[src/rtl/pattern_pkg.sv]
// Shared types and pattern contents for the pattern sequence generator.
// Holds the FSM state type and the playback pattern ROM image.
package pattern_pkg;

  typedef enum logic [1:0] {
    IDLE = 2'd0,
    RUN  = 2'd1,
    DONE = 2'd2
  } state_t;

  localparam int PATTERN_LEN = 21;

  // Bit i holds pattern word i (LSB is word 0).
  localparam logic [PATTERN_LEN-1:0] PATTERN_INIT =
    21'b001000101101000110001;

  // Pattern bit at addr; zero past the programmed pattern.
  function automatic logic pattern_bit(
    input logic [31:0] addr
  );
    logic [PATTERN_LEN-1:0] v;
    v = PATTERN_INIT >> addr;
    return (addr < 32'(PATTERN_LEN)) ? v[0] : 1'b0;
  endfunction

endpackage

[src/rtl/pattern_seq_gen_rom.sv]
// Combinational pattern ROM.
// Words beyond the pattern length read as zero.
module pattern_rom
  import pattern_pkg::*;
#(
  parameter  int DATA_W = 1,
  parameter  int DEPTH  = 32,
  localparam int ADDR_W = $clog2(DEPTH)
) (
  input  logic [ADDR_W-1:0] addr,
  output logic [DATA_W-1:0] data
);

  // Zero-extended pattern lookup.
  always_comb begin
    data = DATA_W'(pattern_bit(32'(addr)));
  end

endmodule

[src/rtl/pattern_seq_gen.sv]
// Pattern sequence generator: plays ROM words over a valid/ready stream.
// Define PATTERN_SEQ_LOOP_EN to add the loop input for endless playback.
module pattern_seq_gen
  import pattern_pkg::*;
#(
  parameter  int DATA_W = 1,
  parameter  int DEPTH  = 32,
  localparam int ADDR_W = $clog2(DEPTH)
) (
  input  logic              clk,
  input  logic              rst,
  input  logic              start,
  input  logic [ADDR_W:0]   len,
  input  logic              abort,
`ifdef PATTERN_SEQ_LOOP_EN
  input  logic              loop,
`endif
  output logic [DATA_W-1:0] out_data,
  output logic              out_valid,
  input  logic              out_ready,
  output logic              busy,
  output logic              done
);

  localparam logic [ADDR_W:0] LEN_MAX =
    (ADDR_W+1)'(DEPTH);

  state_t            state, state_n;
  logic [ADDR_W-1:0] idx, idx_n;
  logic [ADDR_W:0]   len_q, len_n;
  logic              loop_q, loop_n;
  logic              loop_in;
  logic [ADDR_W:0]   len_clip;
  logic              xfer;
  logic              last;
  logic              run_n;
  logic [DATA_W-1:0] rom_data;

`ifdef PATTERN_SEQ_LOOP_EN
  assign loop_in = loop;
`else
  assign loop_in = 1'b0;
`endif

  assign len_clip = (len > LEN_MAX) ? LEN_MAX : len;
  assign xfer     = out_valid && out_ready;
  assign last     = ({1'b0, idx} ==
                     len_q - (ADDR_W+1)'(1));

  pattern_rom #(
    .DATA_W (DATA_W),
    .DEPTH  (DEPTH)
  ) u_rom (
    .addr (idx_n),
    .data (rom_data)
  );

  // Next-state, index and registered-output precompute.
  always_comb begin
    state_n = state;
    idx_n   = idx;
    len_n   = len_q;
    loop_n  = loop_q;
    unique case (state)
      IDLE: begin
        if (start) begin
          len_n   = len_clip;
          idx_n   = '0;
          loop_n  = loop_in;
          state_n = (len_clip != '0) ? RUN : DONE;
        end
      end
      RUN: begin
        if (xfer) begin
          if (!last) begin
            idx_n = idx + ADDR_W'(1);
          end else if (loop_q) begin
            idx_n = '0;
          end else begin
            state_n = DONE;
          end
        end
      end
      DONE: begin
        state_n = IDLE;
      end
      default: begin
        state_n = IDLE;
      end
    endcase
    if (abort) begin
      state_n = IDLE;
      idx_n   = '0;
    end
    run_n = (state_n == RUN);
  end

  // State, counters and registered stream outputs.
  always_ff @(posedge clk) begin
    if (rst) begin
      state     <= IDLE;
      idx       <= '0;
      len_q     <= '0;
      loop_q    <= 1'b0;
      out_valid <= 1'b0;
      out_data  <= '0;
      busy      <= 1'b0;
      done      <= 1'b0;
    end else begin
      state     <= state_n;
      idx       <= idx_n;
      len_q     <= len_n;
      loop_q    <= loop_n;
      out_valid <= run_n;
      out_data  <= run_n ? rom_data : '0;
      busy      <= run_n;
      done      <= (state_n == DONE);
    end
  end

endmodule

[config.mk]
export PLATFORM = sky130hd
export DESIGN_NAME = pattern_seq_gen
export DESIGN_NICKNAME = d
export VERILOG_FILES = /design/src/rtl/pattern_pkg.sv /design/src/rtl/pattern_seq_gen_rom.sv /design/src/rtl/pattern_seq_gen.sv
export SDC_FILE = /design/constraint.sdc
export NUM_CORES = 1
export LEC_CHECK = 0
export BUFFER_PORTS_ARGS = -buffer_cell sky130_fd_sc_hd__buf_2
export CORE_MARGIN = 8
export CORE_UTILIZATION = 50
export CTS_CLUSTER_DIAMETER = 100
export DETAILED_ROUTE_END_ITERATION = 16
export GPL_TIMING_DRIVEN = 0
export MAX_ROUTING_LAYER = met4
export PLACE_DENSITY_LB_ADDON = 0.12
export REMOVE_ABC_BUFFERS = 1
export SLEW_MARGIN = 20
export SYNTH_ARGS = -nofsm -noshare
export SYNTH_HDL_FRONTEND = slang
export SYNTH_SLANG_ARGS = --single-unit
[constraint.sdc]
create_clock -name clk -period 3.44 [get_ports clk]
set_clock_uncertainty 0.05 [all_clocks]
set_input_delay 0.86 -clock clk [delete_from_list [all_inputs] [get_ports clk]]
set_output_delay 0.86 -clock clk [all_outputs]
set_load 0.02 [all_outputs]
After elaboration in Yosys (flattened, before gate mapping) --
Index checks and enable logic that the tools add are counted.
Word-level totals: bits in registers 16, latch bits 0, bits in writable memories 0, memory bits (read-only) 0, input port bits 11, output and inout port bits 4, logic and storage cells 34, memories 0
Operators by class: add/sub/neg operators 2, multipliers 0, div/mod/pow operators 0, order comparisons 2, equality and inequality tests 4, shift-type cells 1, muxes and demuxes 12, bitwise gates (word level) 2, reduce and logical (&&, ||, !) cells 5
Operators with widths (count):
- $mux W5 | 4
- $shr A19 B5 Y1 const A | 1
- $mux W2 | 5
- $pmux W5 S2 | 1
- $eq A5 B6 Y1 | 1
- $gt A6 B6 Y1 const B | 1
- $mux W6 | 1
- $reduce_bool A6 Y1 | 1
- $sub A6 B1 Y6 const B | 1
- $add A5 B1 Y5 const B | 1
- $lt A5 B5 Y1 const B | 1
- $eq A2 B1 Y1 const B | 2
- $pmux W2 S2 | 1
- $reduce_or A3 Y1 | 1
- $eq A2 B2 Y1 const B | 1
- $logic_not A2 Y1 | 1
- $not A1 Y1 | 2
- $reduce_and A2 Y1 | 1
- $logic_and A1 B1 Y1 | 1

Longest topological paths before layout --
Gate-level depths: netlist (run 1).
word-level depth 10, depth in mapped cells 10, depth with buffers taken out 10

Cells and area by module --
A second synthesis (run 1) with hierarchy kept.
Second synthesis, totals: cell total of the unflattened synthesis 132, area total of the unflattened synthesis 1061.0 um^2
Modules (own cells, without submodules):
- pattern_seq_gen | instances 1, cells each 126, area each 1018.5 um^2, seq. area each 320.3 um^2
- pattern_rom | instances 1, cells each 6, area each 42.5 um^2, seq. area each 0.0 um^2

Least setup slack after synthesis (run 1) --
OpenSTA, ideal clock, no wires.
kind reg-to-reg, start point register len_q[0], end point register out_data, setup time 0.125 ns, data arrival time 2.321 ns, data required time 3.265 ns, setup slack 0.944 ns, cell stages (with the launch flop) 11, path buffers 0, clock period less this slack 2.496 ns, cells stage by stage dfxtp_1 inv_1 ha_1 xor2_1 o211ai_1 nor4b_4 a32o_2 a22oi_2 or4b_1 o31ai_1 nor4_1
Between the ends: word-level cells in the longest chain between the ends 9, elaborated cells between the ends (all ways) 16, classes of those cells 1 x add/sub; 1 x order compare; 2 x eq/ne; 1 x shift; 8 x mux; 2 x bitwise; 1 x reduce/logical
RTL lines:
- from (decl) | line pattern_seq_gen.sv:30 | logic [ADDR_W:0] len_q, len_n;
- from (signal assigned) | line pattern_seq_gen.sv:112 | len_q <= len_n;
- $sub A6 B1 Y6 * | line pattern_seq_gen.sv:48 | len_q - (ADDR_W+1)'(1));
- $eq A5 B6 Y1 * | line pattern_seq_gen.sv:47 | assign last = ({1'b0, idx} ==
- $mux W5 or $mux W2 (tied branches) | line pattern_seq_gen.sv:75 | if (!last) begin
- $mux W5 or $mux W2 (tied branches) | line pattern_seq_gen.sv:74 | if (xfer) begin
- $pmux W5 S2 or $pmux W2 S2 (tied branches) | line pattern_seq_gen.sv:64 | unique case (state)
- $mux W5 or $mux W2 (tied branches) | line pattern_seq_gen.sv:91 | if (abort) begin
- $lt A5 B5 Y1 or $eq A2 B1 Y1 (tied branches) | line pattern_pkg.sv:23, pattern_seq_gen.sv:95
- $not A1 Y1 (no source line)
- $reduce_or A3 Y1 (no source line)
- to (signal assigned) | line pattern_seq_gen.sv:115 | out_data <= run_n ? rom_data : '0;
- to (decl) | line pattern_seq_gen.sv:18 | output logic [DATA_W-1:0] out_data,
Mark *: on every way between the ends. The rest lies on a longest branch, timed or not. A chain may end at the register's enable or synchronous reset.

Worst setup path after layout (run 1) --
Ends and elaborated chain as after synthesis.

==> flow_results.xml, run 1 <==
<?xml version="1.0" encoding="UTF-8"?>
<metrics>
  <group name="detailed_routing">
    <metric name="avgRoutedWirePerCell" unit="um">13.1</metric>
    <metric name="dr_vias" unit="">810</metric>
    <metric name="route.antenna.remaining_nets" unit="">0</metric>
    <metric name="drt-vias-per-instance" unit="">5.47</metric>
    <metric name="wirelength" unit="um">1940</metric>
    <metric name="detail_route.first_pass.iterations" unit="">6</metric>
    <metric name="violation_count_after_the_first_detailed_route_iteration" unit="">14</metric>
    <metric name="drcViolationCount" unit="">0</metric>
  </group>
  <group name="cts">
    <metric name="cts_inserted_buffers" unit="">3</metric>
    <metric name="clock_tree.root_cell" unit="">sky130_fd_sc_hd__clkbuf_4</metric>
    <metric name="clockBufferDepth" unit="">2</metric>
    <metric name="h-tree-depth" unit="">1</metric>
    <metric name="cts-resized-gates" unit="">0</metric>
    <metric name="clk-insertion-delay-late" unit="ps">290</metric>
    <metric name="cts_num_sinks" unit="">16</metric>
    <metric name="postCtsSetupBuffers" unit="">0</metric>
    <metric name="worst_setup_hold_path_clk_slew" unit="ps">90</metric>
    <metric name="tritoncts" unit="">built</metric>
    <metric name="hold_buffers" unit="">0</metric>
  </group>
  <group name="timing">
    <metric name="post-route-min-period" unit="ps">2770</metric>
    <metric name="period_share" unit="%">80.7</metric>
    <metric name="max_freq" unit="MHz">360</metric>
    <metric name="timing.setup.tns" unit="ps">0</metric>
    <metric name="setup_violations" unit="">0</metric>
    <metric name="max-slew-margin-rel" unit="%">55.3</metric>
    <metric name="tightestPinTransition" unit="ps">670</metric>
    <metric name="unrepaired_setup_endpoints_after_global_routing" unit="">false</metric>
    <metric name="final_hold_viol_count" unit="">0</metric>
    <metric name="maxSlewViolCount" unit="">0</metric>
    <metric name="holdWs" unit="ps">459</metric>
  </group>
  <group name="setup_path">
    <metric name="worst-path-max-fanout" unit="">7</metric>
    <metric name="critical_path_class" unit="">register to register</metric>
    <metric name="worstSetupEndpointType" unit="">register</metric>
    <metric name="critical_path.startpoint_type" unit="">register</metric>
    <metric name="worstPathCellList" unit="">inv_1 -&gt; ha_1 -&gt; xor2_1 -&gt; o211ai_1 -&gt; nor4b_4 -&gt; a21oi_1 -&gt; mux2i_1 -&gt; and2b_1 -&gt; o31ai_1 -&gt; nor4_1</metric>
    <metric name="cp.arrival" unit="ps">2910</metric>
    <metric name="cp_slowest_stage_delay" unit="ps">480</metric>
    <metric name="critical-path-top-delay-family" unit="">simple AND/OR/NAND/NOR gates</metric>
    <metric name="critPathSlowestCell" unit="">sky130_fd_sc_hd__nor4b_4</metric>
    <metric name="cp.required" unit="ps">3570</metric>
    <metric name="number_of_buffer_and_inverter_instances_along_the_worst_setup_path" unit="">1</metric>
  </group>
  <group name="floorplanning">
    <metric name="starting_density_of_the_core" unit="%">53.5</metric>
    <metric name="core_region_area" unit="um2">1750</metric>
    <metric name="pin_count" unit="">15</metric>
    <metric name="num_rows" unit="">15</metric>
    <metric name="die-area" unit="um2">3510</metric>
    <metric name="die_w" unit="um">59.2</metric>
    <metric name="fp.dieH" unit="um">59.2</metric>
  </group>
  <group name="place">
    <metric name="dpl.hpwl" unit="um">1500</metric>
    <metric name="place.port_buffers" unit="">14</metric>
    <metric name="gpl.final_weighted_congestion" unit="">0.816</metric>
  </group>
  <group name="grt">
    <metric name="pin_count_of_the_biggest_net_entering_global_routing" unit="">12</metric>
    <metric name="globalRouteOverflowTotal" unit="">0</metric>
    <metric name="grt_antenna_before_repair" unit="">0</metric>
    <metric name="global_route.usage.total" unit="%">13.2</metric>
    <metric name="grt_first_pass_wirelength" unit="um">3460</metric>
    <metric name="first_global_vias" unit="">785</metric>
  </group>
  <group name="logic_synthesis">
    <metric name="synth-seq-cells" unit="">16</metric>
    <metric name="yosys-top-cells-area" unit="">sky130_fd_sc_hd__dfxtp_1 (34%), sky130_fd_sc_hd__nand2_1 (6.0%), sky130_fd_sc_hd__a21oi_1 (5.9%)</metric>
    <metric name="synth_top_area_share" unit="%">34.3</metric>
    <metric name="synthCells" unit="">109</metric>
    <metric name="synth_top_area_cell" unit="">sky130_fd_sc_hd__dfxtp_1</metric>
    <metric name="postSynthAreaPerCell" unit="um2">8.57</metric>
    <metric name="netlist_top_cells_count" unit="">sky130_fd_sc_hd__dfxtp_1 (16), sky130_fd_sc_hd__nand2_1 (15), sky130_fd_sc_hd__a21oi_1 (11)</metric>
    <metric name="synth_cell_type_count" unit="">38</metric>
    <metric name="share_of_the_yosys_chip_area_belonging_to_registers" unit="%">34.3</metric>
    <metric name="asyncSetResetFlopFracSynth" unit="%">0</metric>
    <metric name="dominantRegCellSynth" unit="">sky130_fd_sc_hd__dfxtp_1</metric>
    <metric name="synth_edf_count" unit="">0</metric>
    <metric name="syn-cell-area" unit="um2">935</metric>
    <metric name="dominant_cell_by_count_in_the_synthesized_netlist" unit="">sky130_fd_sc_hd__dfxtp_1</metric>
    <metric name="synthesis.yosys.warnings" unit="">0</metric>
  </group>
  <group name="final_layout">
    <metric name="nets" unit="">137</metric>
    <metric name="flow.area_growth_from_synthesis" unit="%">12.7</metric>
    <metric name="antenna_cells" unit="">0</metric>
    <metric name="drive_above_1_share" unit="%">22.8</metric>
    <metric name="fillCellCount" unit="">164</metric>
  </group>
  <group name="outcome">
    <metric name="status" unit="">complete, no violations</metric>
  </group>
  <group name="power">
    <metric name="power_density" unit="nW/um2">352</metric>
    <metric name="report.power.total" unit="uW">371</metric>
    <metric name="power.clock.fraction" unit="%">34.0</metric>
    <metric name="leak_pwr" unit="uW">0.000393</metric>
    <metric name="seq_power_share" unit="%">52.7</metric>
    <metric name="total_switching_power" unit="uW">95.0</metric>
    <metric name="p_int" unit="uW">276</metric>
    <metric name="power.share.switching" unit="%">25.6</metric>
    <metric name="ir_worst_vdd" unit="V">0.000254</metric>
    <metric name="combPwrFrac" unit="%">13.4</metric>
  </group>
  <group name="hold_path">
    <metric name="hold_path_class" unit="">register to register</metric>
  </group>
  <group name="flow_run">
    <metric name="drv_cap" unit="">0</metric>
  </group>
</metrics>
## metrics by stage
| step | cells | setup WS [ps] | cell area (um2) | utilization (%) |
|---|---|---|---|---|
| 3_3_place_gp | 144 | 750 | 1020 | 58.3 |
| 4_1_cts | 148 | 627 | 1050 | 60.4 |
| 6_report | 148 | 666 | 1050 | 60.4 |
| 5_1_grt | 148 | 345 | 1050 | 60.4 |
| 3_5_place_dp | 144 | 648 | 1020 | 58.3 |
| 2_1_floorplan | 105 | 944 | 916 | - |
## power groups by stage
stage / logic [uW] / clock network, uW / registers [uW]
after floorplan: 31.8 / 0 / 201
after global placement: 48.3 / 0 / 200
after detailed placement: 49.4 / 0 / 200
after CTS: 49.5 / 126 / 195
after global routing: 55.3 / 139 / 196
final: 49.5 / 126 / 195
## path summary, 6_finish.rpt
path,from,depth (start not counted),slack [ps],endpoint
setup / recovery,len_q[0]$_SDFFE_PP0P_,10,670,out_data$_SDFF_PP0_
setup reg to reg,len_q[0]$_SDFFE_PP0P_,10,670,out_data$_SDFF_PP0_
hold / removal,len_q[1]$_SDFFE_PP0P_,2,460,len_q[1]$_SDFFE_PP0P_
hold reg to reg,len_q[1]$_SDFFE_PP0P_,2,460,len_q[1]$_SDFFE_PP0P_
## layout by cell type (no fill, tap or decap), drive strengths merged
cell type / synthesis / routed
buf: 2 / 14
nor4b: 2 / 2
or2: 1 / 1
nor3b: 1 / 1
dfxtp: 16 / 16
or4b: 1 / 1
xor2: 3 / 3
and2b: 2 / 2
nor4: 1 / 1
nor3: 8 / 8
and3: 1 / 1
o21ai: 1 / 1
nand2: 15 / 15
a32o: 1 / 1
o211ai: 1 / 1
nand3b: 7 / 7
inv: 2 / 2
ha: 2 / 2
nor2b: 2 / 2
clkbuf: 2 / 4
mux2: 2 / 2
a21oi: 12 / 12
o221ai: 1 / 1
nand4: 3 / 3
mux2i: 3 / 3
a22oi: 1 / 1
nand3: 1 / 1
o31ai: 1 / 1
and2: 1 / 1
nor2: 7 / 7
or4: 2 / 2
xnor2: 4 / 4
## cells by family (layout without fill, tap and decap cells)
kind of cell	count (synthesis)	after routing	share of synthesized area (%)
AOI/OAI and AO/OA	18	18	12.9
muxes	5	5	6.02
xor gates and xnor gates	7	7	6.56
adders and majority gates	2	2	2.68
DFF	16	16	34.3
and+or+nand+nor	55	55	34.8
buffers and inverters	6	20	2.81
## worst register-to-register path, delay by kind of cell, from the launching register on
family / cells / cell delay (ps)
fa+ha+maj: 1 / 300
flops: 1 / 430
mux: 1 / 370
compound gates: 3 / 530
xor+xnor: 1 / 130
buf+inv: 1 / 70
simple gates: 3 / 790
## per-layer routing
| layer | global-route usage (%) | up-vias | wire length (um) |
|---|---|---|---|
| li1 | - | 422 | - |
| met1 | 15.0 | 366 | 915 |
| met2 | 20.6 | 17 | 934 |
| met3 | 3.90 | 5 | 53 |
| met4 | 6.14 | 0 | 38 |
| met5 | - | - | 0 |
## registers in the layout, indices dropped and copies added, names as in the netlist
signal    cells
done          1
state         2
idx           5
out_data      1
busy          1
len_q         6
## area by class of cell
type / instances / area (um2) / area share, %
multi-input cells: 87 / 588 / 55.8
flip-flops and latches: 16 / 320 / 30.4
repair buffers: 14 / 70.1 / 6.65
clock buffers: 4 / 36.3 / 3.44
well taps: 25 / 31.3 / 2.97
inverters: 2 / 7.51 / 0.713
(Power assumes the default switching activity.)
==> run 2, diff against run 1 <==
Settings changed: CORE_UTILIZATION 50 to 49.
Clock period 3.44 ns to 2.5 ns, I/O delays scaled along.
==> run 2 against run 1 <==
  * The flow now finishes with violations (negative setup slack)
  * Global-route usage rose by 0.38 points
  * First-iteration DRC count rose by 50%
  * Clock power rose by 38%
  * Sequential power up 37%
  * Worst hold slack worse by 5.8 ps
  * Critical endpoint unchanged
  * Largest cell class unchanged
  * Highest routed layer unchanged
==> flow_results.xml, run 2 (synthesis gave the netlist of run 1 again) <==
<?xml version="1.0" encoding="UTF-8"?>
<metrics>
  <group name="hold_path">
    <metric name="hold_path_class" unit="">register to register</metric>
    <metric name="whs_path_depth" unit="">2</metric>
  </group>
  <group name="cts">
    <metric name="clock_tree.root_cell" unit="">sky130_fd_sc_hd__clkbuf_4</metric>
    <metric name="cts_inserted_buffers" unit="">3</metric>
    <metric name="clk-insertion-delay-late" unit="ps">290</metric>
    <metric name="cts_num_sinks" unit="">16</metric>
    <metric name="clockBufferDepth" unit="">2</metric>
    <metric name="worst_setup_hold_path_clk_slew" unit="ps">100</metric>
    <metric name="h-tree-depth" unit="">1</metric>
    <metric name="tritoncts" unit="">built</metric>
  </group>
  <group name="final_layout">
    <metric name="flow.area_growth_from_synthesis" unit="%">28.6</metric>
    <metric name="antenna_cells" unit="">0</metric>
    <metric name="design_area" unit="um2">1200</metric>
    <metric name="largest_register_ffs" unit="">6</metric>
    <metric name="top_register_by_number_of_flip_flops" unit="">len_q</metric>
    <metric name="mostFrequentLayoutCell" unit="">sky130_fd_sc_hd__nand2_1</metric>
    <metric name="drive_above_1_share" unit="%">39.7</metric>
    <metric name="leading_cell_types_in_the_layout_fill_and_taps_excluded" unit="">sky130_fd_sc_hd__nand2_1 (15), sky130_fd_sc_hd__buf_2 (14), sky130_fd_sc_hd__dfxtp_1 (13)</metric>
    <metric name="nets" unit="">145</metric>
    <metric name="largestRegisters" unit="">len_q: 6 flops, idx: 5 flops, state: 2 flops</metric>
  </group>
  <group name="power">
    <metric name="ir_worst_vdd" unit="V">0.000289</metric>
    <metric name="power_density" unit="nW/um2">434</metric>
    <metric name="leak_pwr" unit="uW">0.000463</metric>
  </group>
  <group name="detailed_routing">
    <metric name="drcViolationCount" unit="">0</metric>
    <metric name="violation_count_after_the_first_detailed_route_iteration" unit="">21</metric>
    <metric name="dr_vias" unit="">849</metric>
    <metric name="avgRoutedWirePerCell" unit="um">13.6</metric>
    <metric name="route.antenna.remaining_nets" unit="">0</metric>
    <metric name="drt-vias-per-instance" unit="">5.44</metric>
    <metric name="detail_route.first_pass.iterations" unit="">4</metric>
    <metric name="wirelength" unit="um">2120</metric>
  </group>
  <group name="place">
    <metric name="placedInstanceArea" unit="um2">1020</metric>
    <metric name="dpl.hpwl" unit="um">1490</metric>
    <metric name="placement.setup.worst_slack" unit="ps">-252</metric>
    <metric name="gpl.final_weighted_congestion" unit="">0.781</metric>
    <metric name="place.port_buffers" unit="">14</metric>
  </group>
  <group name="grt">
    <metric name="grt_first_pass_wirelength" unit="um">3590</metric>
    <metric name="pin_count_of_the_biggest_net_entering_global_routing" unit="">12</metric>
    <metric name="global_route.usage.total" unit="%">13.6</metric>
    <metric name="globalRouteOverflowTotal" unit="">0</metric>
    <metric name="grt_antenna_before_repair" unit="">0</metric>
    <metric name="first_global_vias" unit="">818</metric>
  </group>
  <group name="setup_path">
    <metric name="cp.arrival" unit="ps">2700</metric>
    <metric name="critical_path.startpoint_type" unit="">register</metric>
    <metric name="r2r_cells" unit="">10</metric>
    <metric name="worst-path-max-fanout" unit="">7</metric>
    <metric name="cp_slowest_stage_delay" unit="ps">550</metric>
    <metric name="cp.required" unit="ps">2630</metric>
    <metric name="worstPathCellList" unit="">or4_4 -&gt; nor3_4 -&gt; nor4b_4 -&gt; buf_6 -&gt; buf_4 -&gt; a21oi_2 -&gt; a22oi_2 -&gt; or4b_4 -&gt; o31ai_2 -&gt; nor4_1</metric>
    <metric name="worstSetupEndpointType" unit="">register</metric>
    <metric name="ff2ff_setup_slack" unit="ps">-60</metric>
    <metric name="critical_path_class" unit="">register to register</metric>
    <metric name="critPathSlowestCell" unit="">sky130_fd_sc_hd__or4_4</metric>
  </group>
  <group name="timing">
    <metric name="max-slew-margin-rel" unit="%">68.2</metric>
    <metric name="period_share" unit="%">103</metric>
    <metric name="unrepaired_setup_endpoints_after_global_routing" unit="">true</metric>
    <metric name="final_hold_viol_count" unit="">0</metric>
    <metric name="tightestPinTransition" unit="ps">477</metric>
    <metric name="setup_violations" unit="">1</metric>
    <metric name="max_freq" unit="MHz">390</metric>
    <metric name="maxSlewViolCount" unit="">0</metric>
    <metric name="timing.final.ws_setup" unit="ps">-63.1</metric>
    <metric name="post-route-min-period" unit="ps">2560</metric>
  </group>
  <group name="floorplanning">
    <metric name="starting_density_of_the_core" unit="%">53.0</metric>
    <metric name="num_rows" unit="">15</metric>
    <metric name="pin_count" unit="">15</metric>
    <metric name="fp.dieH" unit="um">59.7</metric>
    <metric name="die-area" unit="um2">3560</metric>
    <metric name="core_region_area" unit="um2">1760</metric>
    <metric name="die_w" unit="um">59.7</metric>
  </group>
  <group name="outcome">
    <metric name="violations" unit="">negative setup slack</metric>
    <metric name="status" unit="">finished, violations left</metric>
  </group>
  <group name="flow_run">
    <metric name="drv_cap" unit="">0</metric>
  </group>
</metrics>
run 2: cell types whose count changed in the layout (fill, tap and decap cells not counted), sizes merged:
cell	before	now
buf	14	22
run 2: worst paths after layout:
check,startpoint,end
worst max register to register,len_q[3]$_SDFFE_PP0P_,out_data$_SDFF_PP0_
worst min-delay path,len_q[1]$_SDFFE_PP0P_,len_q[1]$_SDFFE_PP0P_
worst min register to register,len_q[1]$_SDFFE_PP0P_,len_q[1]$_SDFFE_PP0P_
worst max-delay path,len_q[3]$_SDFFE_PP0P_,out_data$_SDFF_PP0_
run 2: critical path: cells and delay by family (launching register included):
| kind | cells | cell delay [ps] |
|---|---|---|
| buf+inv | 2 | 280 |
| flops | 1 | 350 |
| simple gates | 5 | 1380 |
| compound gates | 3 | 390 |
run 2: timing repair:
action / 4_1_cts / 5_1_grt
cloned: 0 / 0
setup endpoints to repair: 1 / 1
resized for setup: 14 / 9
hold buffers: 0 / 0
pin swaps: 6 / 4
hold endpoints to repair: 0 / 0
setup buffers: 6 / 2
run 2: area by class of cell:
cell class	instances	area [um2]
Clock buffer	4	36.3
Tap cell	25	31.3
Sequential cell	16	332
Timing Repair Buffer	22	134
Fill cell	170	562
Inverter	2	7.51
Multi-Input combinational cell	87	662
run 2: per-stage QoR:
| step | instances | util, % | total power, uW | setup TNS [ps] | hold WS (ps) |
|---|---|---|---|---|---|
| 3_5_place_dp | 144 | 57.7 | 343 | -252 | 443 |
| 5_1_grt | 156 | 68.2 | 544 | -159 | 494 |
| 4_1_cts | 154 | 65.2 | 524 | -21.9 | 435 |
| 6_report | 156 | 68.2 | 522 | -63.1 | 453 |
| 3_3_place_gp | 144 | 57.7 | 341 | -174 | 442 |
| 2_1_floorplan | 105 | - | 320 | 0 | 402 |
run 2: report_power, final:
group          internal (uW)  switching, uW
Clock                   88.8           85.1
Sequential               260           7.28
Combinational           36.7           45.0
Total                    385            137
run 2: metal layers:
metal | up-vias | track usage (%) | wire (um)
li1 | 438 | - | -
met1 | 390 | 15.7 | 989
met2 | 15 | 21.7 | 1050
met3 | 6 | 3.21 | 43
met4 | 0 | 6.12 | 35
met5 | - | - | 0
